### src/rtl/pc_sequencer.sv
// Program counter sequencer: IDLE/RUN/HALT control with a zero-latency branch
// target table and saturating retired/taken-branch counters.
module pc_sequencer #(
    parameter int unsigned D  = 10,
    parameter int unsigned CW = 16
) (
    input  logic          clk,
    input  logic          reset,
    input  logic          start,
    input  logic          stall,
    input  logic          branch_en,
    input  logic          branch_taken,
    input  logic [3:0]    lut_idx,
    input  logic [D-1:0]  lut_target,
    output logic [3:0]    lut_addr,
    input  logic          halt_req,
    output logic [D-1:0]  pc,
    output logic          fetch_valid,
    output logic          done,
    output logic [CW-1:0] retired,
    output logic [CW-1:0] taken_cnt
);

    typedef enum logic [1:0] {IDLE, RUN, HALT} state_t;

    state_t        state;
    logic [CW-1:0] retired_inc;
    logic [CW-1:0] taken_inc;

    assign lut_addr    = lut_idx;
    assign fetch_valid = (state == RUN) && !stall;
    assign done        = (state == HALT);

    // Counters stick at all-ones rather than wrapping.
    assign retired_inc = (retired   == '1) ? retired   : retired   + CW'(1);
    assign taken_inc   = (taken_cnt == '1) ? taken_cnt : taken_cnt + CW'(1);

    always_ff @(posedge clk or posedge reset) begin
        if (reset) begin
            state     <= IDLE;
            pc        <= '0;
            retired   <= '0;
            taken_cnt <= '0;
        end else begin
            case (state)
                IDLE, HALT: begin
                    if (start) begin
                        state     <= RUN;
                        pc        <= '0;
                        retired   <= '0;
                        taken_cnt <= '0;
                    end
                end
                RUN: begin
                    if (!stall) begin
                        retired <= retired_inc;
                        if (halt_req) begin
                            state <= HALT;
                        end else if (branch_en && branch_taken) begin
                            pc        <= lut_target;
                            taken_cnt <= taken_inc;
                        end else begin
                            pc <= pc + D'(1);
                        end
                    end
                end
                default: begin
                    state <= IDLE;
                end
            endcase
        end
    end

endmodule

### config.mk
export PLATFORM = sky130hd
export DESIGN_NAME = pc_sequencer
export DESIGN_NICKNAME = d
export VERILOG_FILES = /design/src/rtl/pc_sequencer.sv
export SDC_FILE = /design/constraint.sdc
export NUM_CORES = 1
export LEC_CHECK = 0
export ABC_AREA = 1
export CAP_MARGIN = 10
export CELL_PAD_IN_SITES_DETAIL_PLACEMENT = 1
export CELL_PAD_IN_SITES_GLOBAL_PLACEMENT = 1
export CORE_MARGIN = 10
export CORE_UTILIZATION = 38
export CTS_CLUSTER_DIAMETER = 30
export DETAILED_ROUTE_END_ITERATION = 10
export GPL_TIMING_DRIVEN = 0
export PLACE_DENSITY_LB_ADDON = 0.1
export SKIP_CTS_REPAIR_TIMING = 1
export SLEW_MARGIN = 15
export SYNTH_ARGS = -nofsm -noshare
export SYNTH_HDL_FRONTEND = slang
export SYNTH_SLANG_ARGS = --single-unit
### constraint.sdc
create_clock -name clk -period 2.6 [get_ports clk]
set_input_delay 0.52 -clock clk [delete_from_list [all_inputs] [get_ports clk]]
set_output_delay 0.52 -clock clk [all_outputs]
set_load 0.03 [all_outputs]
# Word level (Yosys, flattened, before mapping)
# Index checks and enable logic that the tools add are counted.
# word_totals
regBits,44
in_bits,21
output_inout_bits,48
elab_cells,46
# op_classes
n_addsub,3
n_eq_ne,11
n_mux,18
reduce_logical,10
# op_table
operator,count
$mux 16,7
$pmux 16 s2,2
$mux 10,4
$add 16x1->16 const B,2
$eq 16x16->1 const B,2
$pmux 10 s2,1
$ne 2x2->1 const B,6
$add 10x1->10 const B,1
$reduce_and 4->1,2
$mux 2,3
$reduce_and 6->1,1
$pmux 2 s2,1
$reduce_and 3->1,1
$eq 2x1->1 const B,1
$eq 2x2->1 const B,1
$logic_and 1x1->1,2
$logic_not 2->1,1
$ne 2x1->1 const B,1
$reduce_bool 2->1,1
$reduce_or 2->1,1
$logic_not 1->1,1

# Depth between registers and ports, before layout
# depth
ltp_word,6
mapped_depth,9
ltp_nobuf,9

# Least setup slack after synthesis
# OpenSTA, ideal clock, no wires.
# synth_path
kind,register to register
from,register taken_cnt[0]
to,register taken_cnt[2]
setup_ns,0.076
t_arrival_ns,1.626
t_required_ns,2.524
slack_ns,0.897
path_stages_with_launch,9
path_buffers,1
synth_period_minus_slack_ns,1.703
path_cell_list,dfrtp_1 -> ha_1 -> nand3_2 -> nor2_2 -> nand3_1 -> nand3_2 -> buf_6 -> nand2_1 -> o21ai_1
# synth_via
elab_chain_len,6
elab_cells_between_ends,9
cone_classes,1 x add/sub; 2 x eq/ne; 5 x mux; 1 x reduce/logical
# synth_rtl
element,line_no,rtl
from (decl),21,output logic [CW-1:0] taken_cnt
from (signal assigned),61,taken_cnt <= taken_inc;
$add 16x1->16,36,assign taken_inc = (taken_cnt == '1) ? taken_cnt : taken_cnt + CW'(1);
$mux 16,36,
$mux 16,59,end else if (branch_en && branch_taken) begin
$mux 16,57,if (halt_req) begin
$mux 16,55,if (!stall) begin
$pmux 16 s2,45,case (state)
# Parallel ways exist; a longest one is shown, timed or not. The select of a mux whose other input is x is not followed.
# A chain may end at the register's enable or synchronous reset.

# Worst setup path after layout
# layout_path
from,register state[1]
to,output port fetch_valid
# layout_via
elab_chain_len,2
# layout_rtl
element,line_no,rtl
from (decl),26,state_t state;
from (signal assigned),40,state <= IDLE;
from (signal assigned),48,state <= RUN;
from (signal assigned),58,state <= HALT;
$eq 2x1->1,31,assign fetch_valid = (state == RUN) && !stall;
$logic_and 1x1->1,31,
to (decl),18,"output logic fetch_valid,"
# Every way passes these cells.

==> results.cfg <==
[run_status]
status = complete, no violations

[drt]
wl_um = 9420
via_count = 3080
drc = 0
antenna_left = 0
via_per_inst = 5.11
dr.first_iter.drc_count = 102
firstDrtPassIters = 4
wl_per_cell_um = 15.6

[synthesis]
syn-num-nets = 457
synth_xor_area_share_pct = 3.29
synth_fa_ha_area_share_pct = 1.28
synth_top_family_by_area = simple AND/OR/NAND/NOR gates
ys_ff_latch = 44
synthCells = 433
syn_avg_cell_area_sq_um = 6.76
ys_seq_area_share_pct = 37.6
synth-compound-area-share_pct = 8.76
synth_area_sq_um = 2930
synth-edff-count = 0
ys.flop_type = dfrtp_1
async_reset_ff_share_pct = 100
ys_warn_count = 0
ys_types = 29
synthMuxAreaShare_pct = 0.342
synth-simple-area-share_pct = 39.5

[place]
place_ws_ns = 0.264
place_area_sq_um = 3710
place_inst = 597
hpwl_um = 7360
routabilityCongestion = 0.808
port_buffers = 64

[worst_setup_path]
slowest_delay_ns = 0.69
arrival_ns = 1.86
cp.required_ns = 2.08
critPathKind = reg -> out
cpMaxStageDelayCell = clkdlybuf4s50_1
startpoint_type = flop
cp-end-kind = primary output
crit_fanout = 12
reg2reg_depth = 8
cp_cell_sequence = inv_1 -> nand2_2 -> nor2_1 -> clkdlybuf4s50_1

[clock_tree]
cts.sinks = 44
cts_root_buf = clkbuf_8
clk_pin_slew_ns = 0.09
numCtsBuffers = 5
cts_tree = yes
clk_latency_ns = 0.30
clk_path_buf_depth = 2
htreeDepth = 2

[floorplan]
core_sq_um = 7370
ios = 69
initial_core_util_pct = 39.7
rows = 31
fp.dieH_um = 108
die_w_um = 108
die_area_sq_um = 11600

[pwr]
switching_share_pct = 46.8
clkPwrFrac_pct = 15.9
combPwrFrac_pct = 49.4
peakVddDrop_mv = 0.431
p_leak_nw = 1.68
p_int_w = 0.00143
p_per_area_nw_per_um2 = 708
switchingPower_w = 0.00125
seqPwrFrac_pct = 34.7

[sta]
max_freq_mhz = 419
setup_tns_ns = 0
finalSetupViolCount = 0
setup_slack_ns = 0.216
fin_skew_ns = 0.00666
slew_viol_final = 0
hold_viol = 0
finalCritPeriodShare_pct = 91.7
worst_pin_slew_ns = 0.639
fin_crit_ns = 2.38
slew_headroom_pct = 57.4
rsz0062_at_grt = no

[global_routing]
grt_pass1_vias = 3211
gr-total-overflow = 0
grt.total_usage_pct = 16.4
grt_first_pass_wirelength_um = 15900
grt_start_max_net_pins = 29
antenna_found_initial = 0

[cells_and_area]
fin_area_sq_um = 3790
syn_to_final_growth_pct = 29.4
finalNetCount = 528
final_cells = 603
drive_above_1_share_pct = 6.55
n_antenna_cell = 0

[hold_path]
min_path_type = in -> async

[run]
maxCapViolCount = 0
[per-layer routing]
metal	global-route usage, %	up-vias	wire, um
met5	0	-	0
met4	3.91	0	117
met3	3.95	10	398
met2	27.9	54	4530
met1	20.2	1503	4370
li1	-	1513	-
[worst max-delay path, delay by kind of cell, from the launching register on]
family | cells | cell delay [ns]
buffers and inverters | 2 | 0.79
flip-flops | 1 | 0.44
AND/OR/NAND/NOR | 2 | 0.34
[sequential cells by signal (all words and copies together) (netlist names)]
| name | cells |
|---|---|
| retired | 16 |
| state | 2 |
| taken_cnt | 16 |
| pc | 10 |
[area by class of cell]
cell class	instances	area (sq um)
clock buffer	6	72.6
inverter	45	169
fill	974	3580
sequential	44	1100
tap	99	124
buffer	12	97.6
timing repair buffer	65	661
multi-input combinational	331	1560
clock inverter	1	5.00
[per-stage QoR]
stage	total power, W	utilization, %	hold slack [ns]
2_1_floorplan	0.00176	-	0.549
3_3_place_gp	0.00225	50.1	0.522
3_5_place_dp	0.00230	50.4	0.543
4_1_cts	0.00273	51.4	0.553
5_1_grt	0.00288	51.4	0.583
6_report	0.00268	51.4	0.537
[cells in the final DEF, fill, tap and decap left out, drive strengths merged]
cell	n
clkbuf	9
xnor2	2
clkinv	1
dfrtp	44
nor2	60
inv	45
nand2	148
nand3b	3
buf	10
o21ai	37
ha	3
or2	3
clkdlybuf4s50	64
xor2	9
nand3	45
nand4	8
o22ai	1
o21bai	5
mux2i	1
nor3	4
o31ai	1
a2bb2oi	1
[cells by family after synthesis]
logic type | Yosys count
AND/OR/NAND/NOR | 271
flip-flops | 44
buffers and inverters | 58
XOR/XNOR | 11
AO/OA/AOI/OAI | 45
adder cells (fa/ha/maj) | 3
multiplexers | 1
[cell usage after synthesis (2+ instances only)]
cell | instances | area, sq um
ha_1 | 3 | 37.5
xnor2_1 | 2 | 17.5
inv_1 | 44 | 165
nor2_2 | 2 | 12.5
o21ai_0 | 16 | 80.1
nor3_1 | 4 | 20.0
nand3b_1 | 3 | 22.5
dfrtp_1 | 44 | 1100
buf_6 | 5 | 56.3
nor2_1 | 56 | 210
o21ai_1 | 18 | 90.1
o21ai_2 | 3 | 26.3
nand3_1 | 43 | 215
buf_4 | 4 | 30.0
nor2_4 | 2 | 22.5
clkbuf_1 | 4 | 15.0
nand3_2 | 2 | 20.0
xor2_1 | 9 | 78.8
nand2_1 | 146 | 548
or2_2 | 3 | 18.8
nand4_1 | 8 | 50.1
o21bai_1 | 5 | 37.5
[final timing paths]
kind	from	to	slack, ns
max in group asynchronous	reset	retired[6]	1.55
setup / recovery	state[1]	fetch_valid	0.22
hold reg to reg	pc[8]	pc[8]	0.56
setup reg to reg	taken_cnt[0]	taken_cnt[13]	0.76
hold / removal	reset	pc[0]	0.54
min in group clk	pc[8]	pc[8]	0.56
[power by group through the flow]
stage	Combinational, W	Sequential, W	Clock, W
after floorplan	0.000671	0.00109	0
after global placement	0.00132	0.000936	0
after detailed placement	0.00135	0.000944	0
after CTS	0.00135	0.000930	0.000446
after global routing	0.00145	0.000956	0.000470
final	0.00133	0.000933	0.000426
(Power assumes the default switching activity.)
==> RTL change: new RTL, same flow settings <==
Register the input `lut_target` before use, cleared by the reset. The logic sees it one clock later. The other inputs are not delayed to match.
--- a/src/rtl/pc_sequencer.sv
+++ b/src/rtl/pc_sequencer.sv
@@ -22,6 +22,16 @@
 );
 
     typedef enum logic [1:0] {IDLE, RUN, HALT} state_t;
+
+    logic [D-1:0] lut_target_q;
+
+    always_ff @(posedge clk or posedge reset) begin
+        if (reset) begin
+            lut_target_q <= '0;
+        end else begin
+            lut_target_q <= lut_target;
+        end
+    end
 
     state_t        state;
     logic [CW-1:0] retired_inc;
@@ -57,7 +67,7 @@
                         if (halt_req) begin
                             state <= HALT;
                         end else if (branch_en && branch_taken) begin
-                            pc        <= lut_target;
+                            pc        <= lut_target_q;
                             taken_cnt <= taken_inc;
                         end else begin
                             pc <= pc + D'(1);
Check against the original RTL: not equivalent (a bounded check fails within 4 cycles, from zero or initial values and one cycle with reset high).
==> RTL change against the original RTL <==
Sequential cell count grew 10. Critical path type unchanged. Largest cell class unchanged. Highest routed layer unchanged. Combinational power shrank 17%. Setup slack gained 0.12 ns. Area after synthesis grew 9.9%. Wire length grew 5.9%. Sequential power grew 11%. Cell area grew 8.4%. Die area grew 8.0%. Power grew 2.5%.
==> RTL change: results (changes against the original RTL) <==
- Synth top cells by count: 142 x nand2_1, 59 x nor2_1, 54 x dfrtp_1
- Worst Path Arrival: 1.74 ns (-0.12 ns)
- Biggest regs: retired x16, taken_cnt x16
- Worst-Skew Late Latency: 0.32 ns (+0.02 ns)
- Routed vias/inst: 5.12 (+0.14%)
- Vias in the first global route: 3369 (+4.9%)
- Min-delay src: pc[9]$_DFFE_PP0P_
- Final Wtd Congestion: 0.823 (+1.9%)
- DR iter-0 viols: 112 (+9.8%)
- Worst slew margin: 52.5% (-4.9 points)
- Clock Path Buffers: 2 (unchanged)
- Yosys warns: 0 (unchanged)
- VDD IR-drop max: 0.375 mV (-13%)
- Worst Hold Class: register to register
- Post-synthesis xor/xnor area fraction: 2.99% (-0.30 points)
- Seq/Total Area, Yosys: 42.0% (+4.4 points)
- GRT Total Usage: 15.7% (-0.64 points)
- Syn nets: 472 (+3.3%)
- Largest net degree at the start of global routing: 55 (+90%)
- Adder-cell share of the synthesized area: 1.17% (-0.12 points)
- First-pass GRT wire length: 17000 um (+6.9%)
- Synth cell types: 31 (+6.9%)
- Combinational power: 1110 uW (-17%)
- Fin cells: 625 (+3.6%)
- Reg-to-reg critical path startpoint: retired[0]$_DFFE_PP0P_
- Worst setup startpoint: state[1]$_DFFE_PP0P_
- Syn Inst Count: 448 (+3.5%)
- Post-Place Cell Area: 0.00399 sq mm (+7.5%)
- Slowest cell on crit path: clkdlybuf4s50_1
- Leakage: 0.00186 uW (+10%)
- Synth Area in Compound Gates: 9.60% (+0.85 points)
- Placed Cells: 617 (+3.4%)
- Seq power: 1040 uW (+11%)
- Top-area cell type share of the netlist area: 42.0% (+4.4 points)
- Clk slew on worst S/H paths: 0.11 ns (+0.02 ns)
- Critical Path Fanout Max: 4 (-8)
- Post-synthesis mux area share: 0% (-0.34 points)
- Status: finished, final reports clean
- Post-synth ARST share: 100% (unchanged)
- DP HPWL: 7540 um (+2.5%)
- H-tree levels: 2 (unchanged)
- Final #Nets: 543 (+2.8%)
- Clk_skew: 0.00614 ns (-0.000514 ns)
- P_int: 1570 uW (+9.9%)
- Top post-synthesis cells by area: dfrtp_1 42%, nand2_1 17%, nor2_1 6.9%
- Routed len/inst: 16.0 um (+2.2%)
- Layout cell share with drive strength beyond 1: 8.65% (+2.1 points)
- CTS Root Cell: clkbuf_8
## RTL change: cell count changes in the layout (fill, tap and decap cells not counted), moves of 4 or more
cell,delta
nand3_1,-7
dfrtp_1,+10
buf_6,-5
a21oi_1,+5
o21ai_2,+4
## RTL change: cell families (layout without fill, tap and decap cells)
group / Yosys count / after routing
AND/OR/NAND/NOR: 271 / 271
buffers and inverters: 57 / 129
flip-flops: 54 / 54
AO/OA/AOI/OAI: 52 / 52
XOR/XNOR: 11 / 11
adder cells (fa/ha/maj): 3 / 3
## RTL change: metal layers
metal,vias to the layer above,routed length [um],part of all wire (%),GRT usage [%]
li1,1571,-,-,-
met1,1557,4500,45,19.4
met2,59,4920,49,27.4
met3,10,453,4.5,3.51
met4,0,101,1.0,3.30
met5,-,0,0,0
## RTL change: area by class of cell
type	count	area, sq um
Fill cell	1082	4110
Multi-Input combinational cell	337	1620
Sequential cell	54	1350
Timing Repair Buffer	64	643
Inverter	46	175
Tap cell	105	131
Buffer	11	71.3
Clock buffer	5	68.8
Clock inverter	3	43.8
## RTL change: stage by stage
step	worst slack, ns	util (%)	total power, uW	setup TNS [ns]
4_1_cts	0.0757	50.0	2790	0
5_1_grt	0.286	50.0	2930	0
2_1_floorplan	0.765	-	1740	0
6_report	0.339	50.0	2750	0
3_3_place_gp	-0.443	48.6	2140	-23.72
3_5_place_dp	0.0757	48.6	2180	0
## RTL change: final timing paths
kind,end,slack [ns],depth (start not counted)
worst max register to register,retired[8]$_DFFE_PP0P_,0.72,8
worst min register to register,pc[9]$_DFFE_PP0P_,0.56,2
worst max-delay path,done,0.34,3
min in group asynchronous,lut_target_q[8]$_DFF_PP0_,0.66,2
max in group asynchronous,state[0]$_DFFE_PP0P_,1.46,2
worst min-delay path,pc[9]$_DFFE_PP0P_,0.56,2
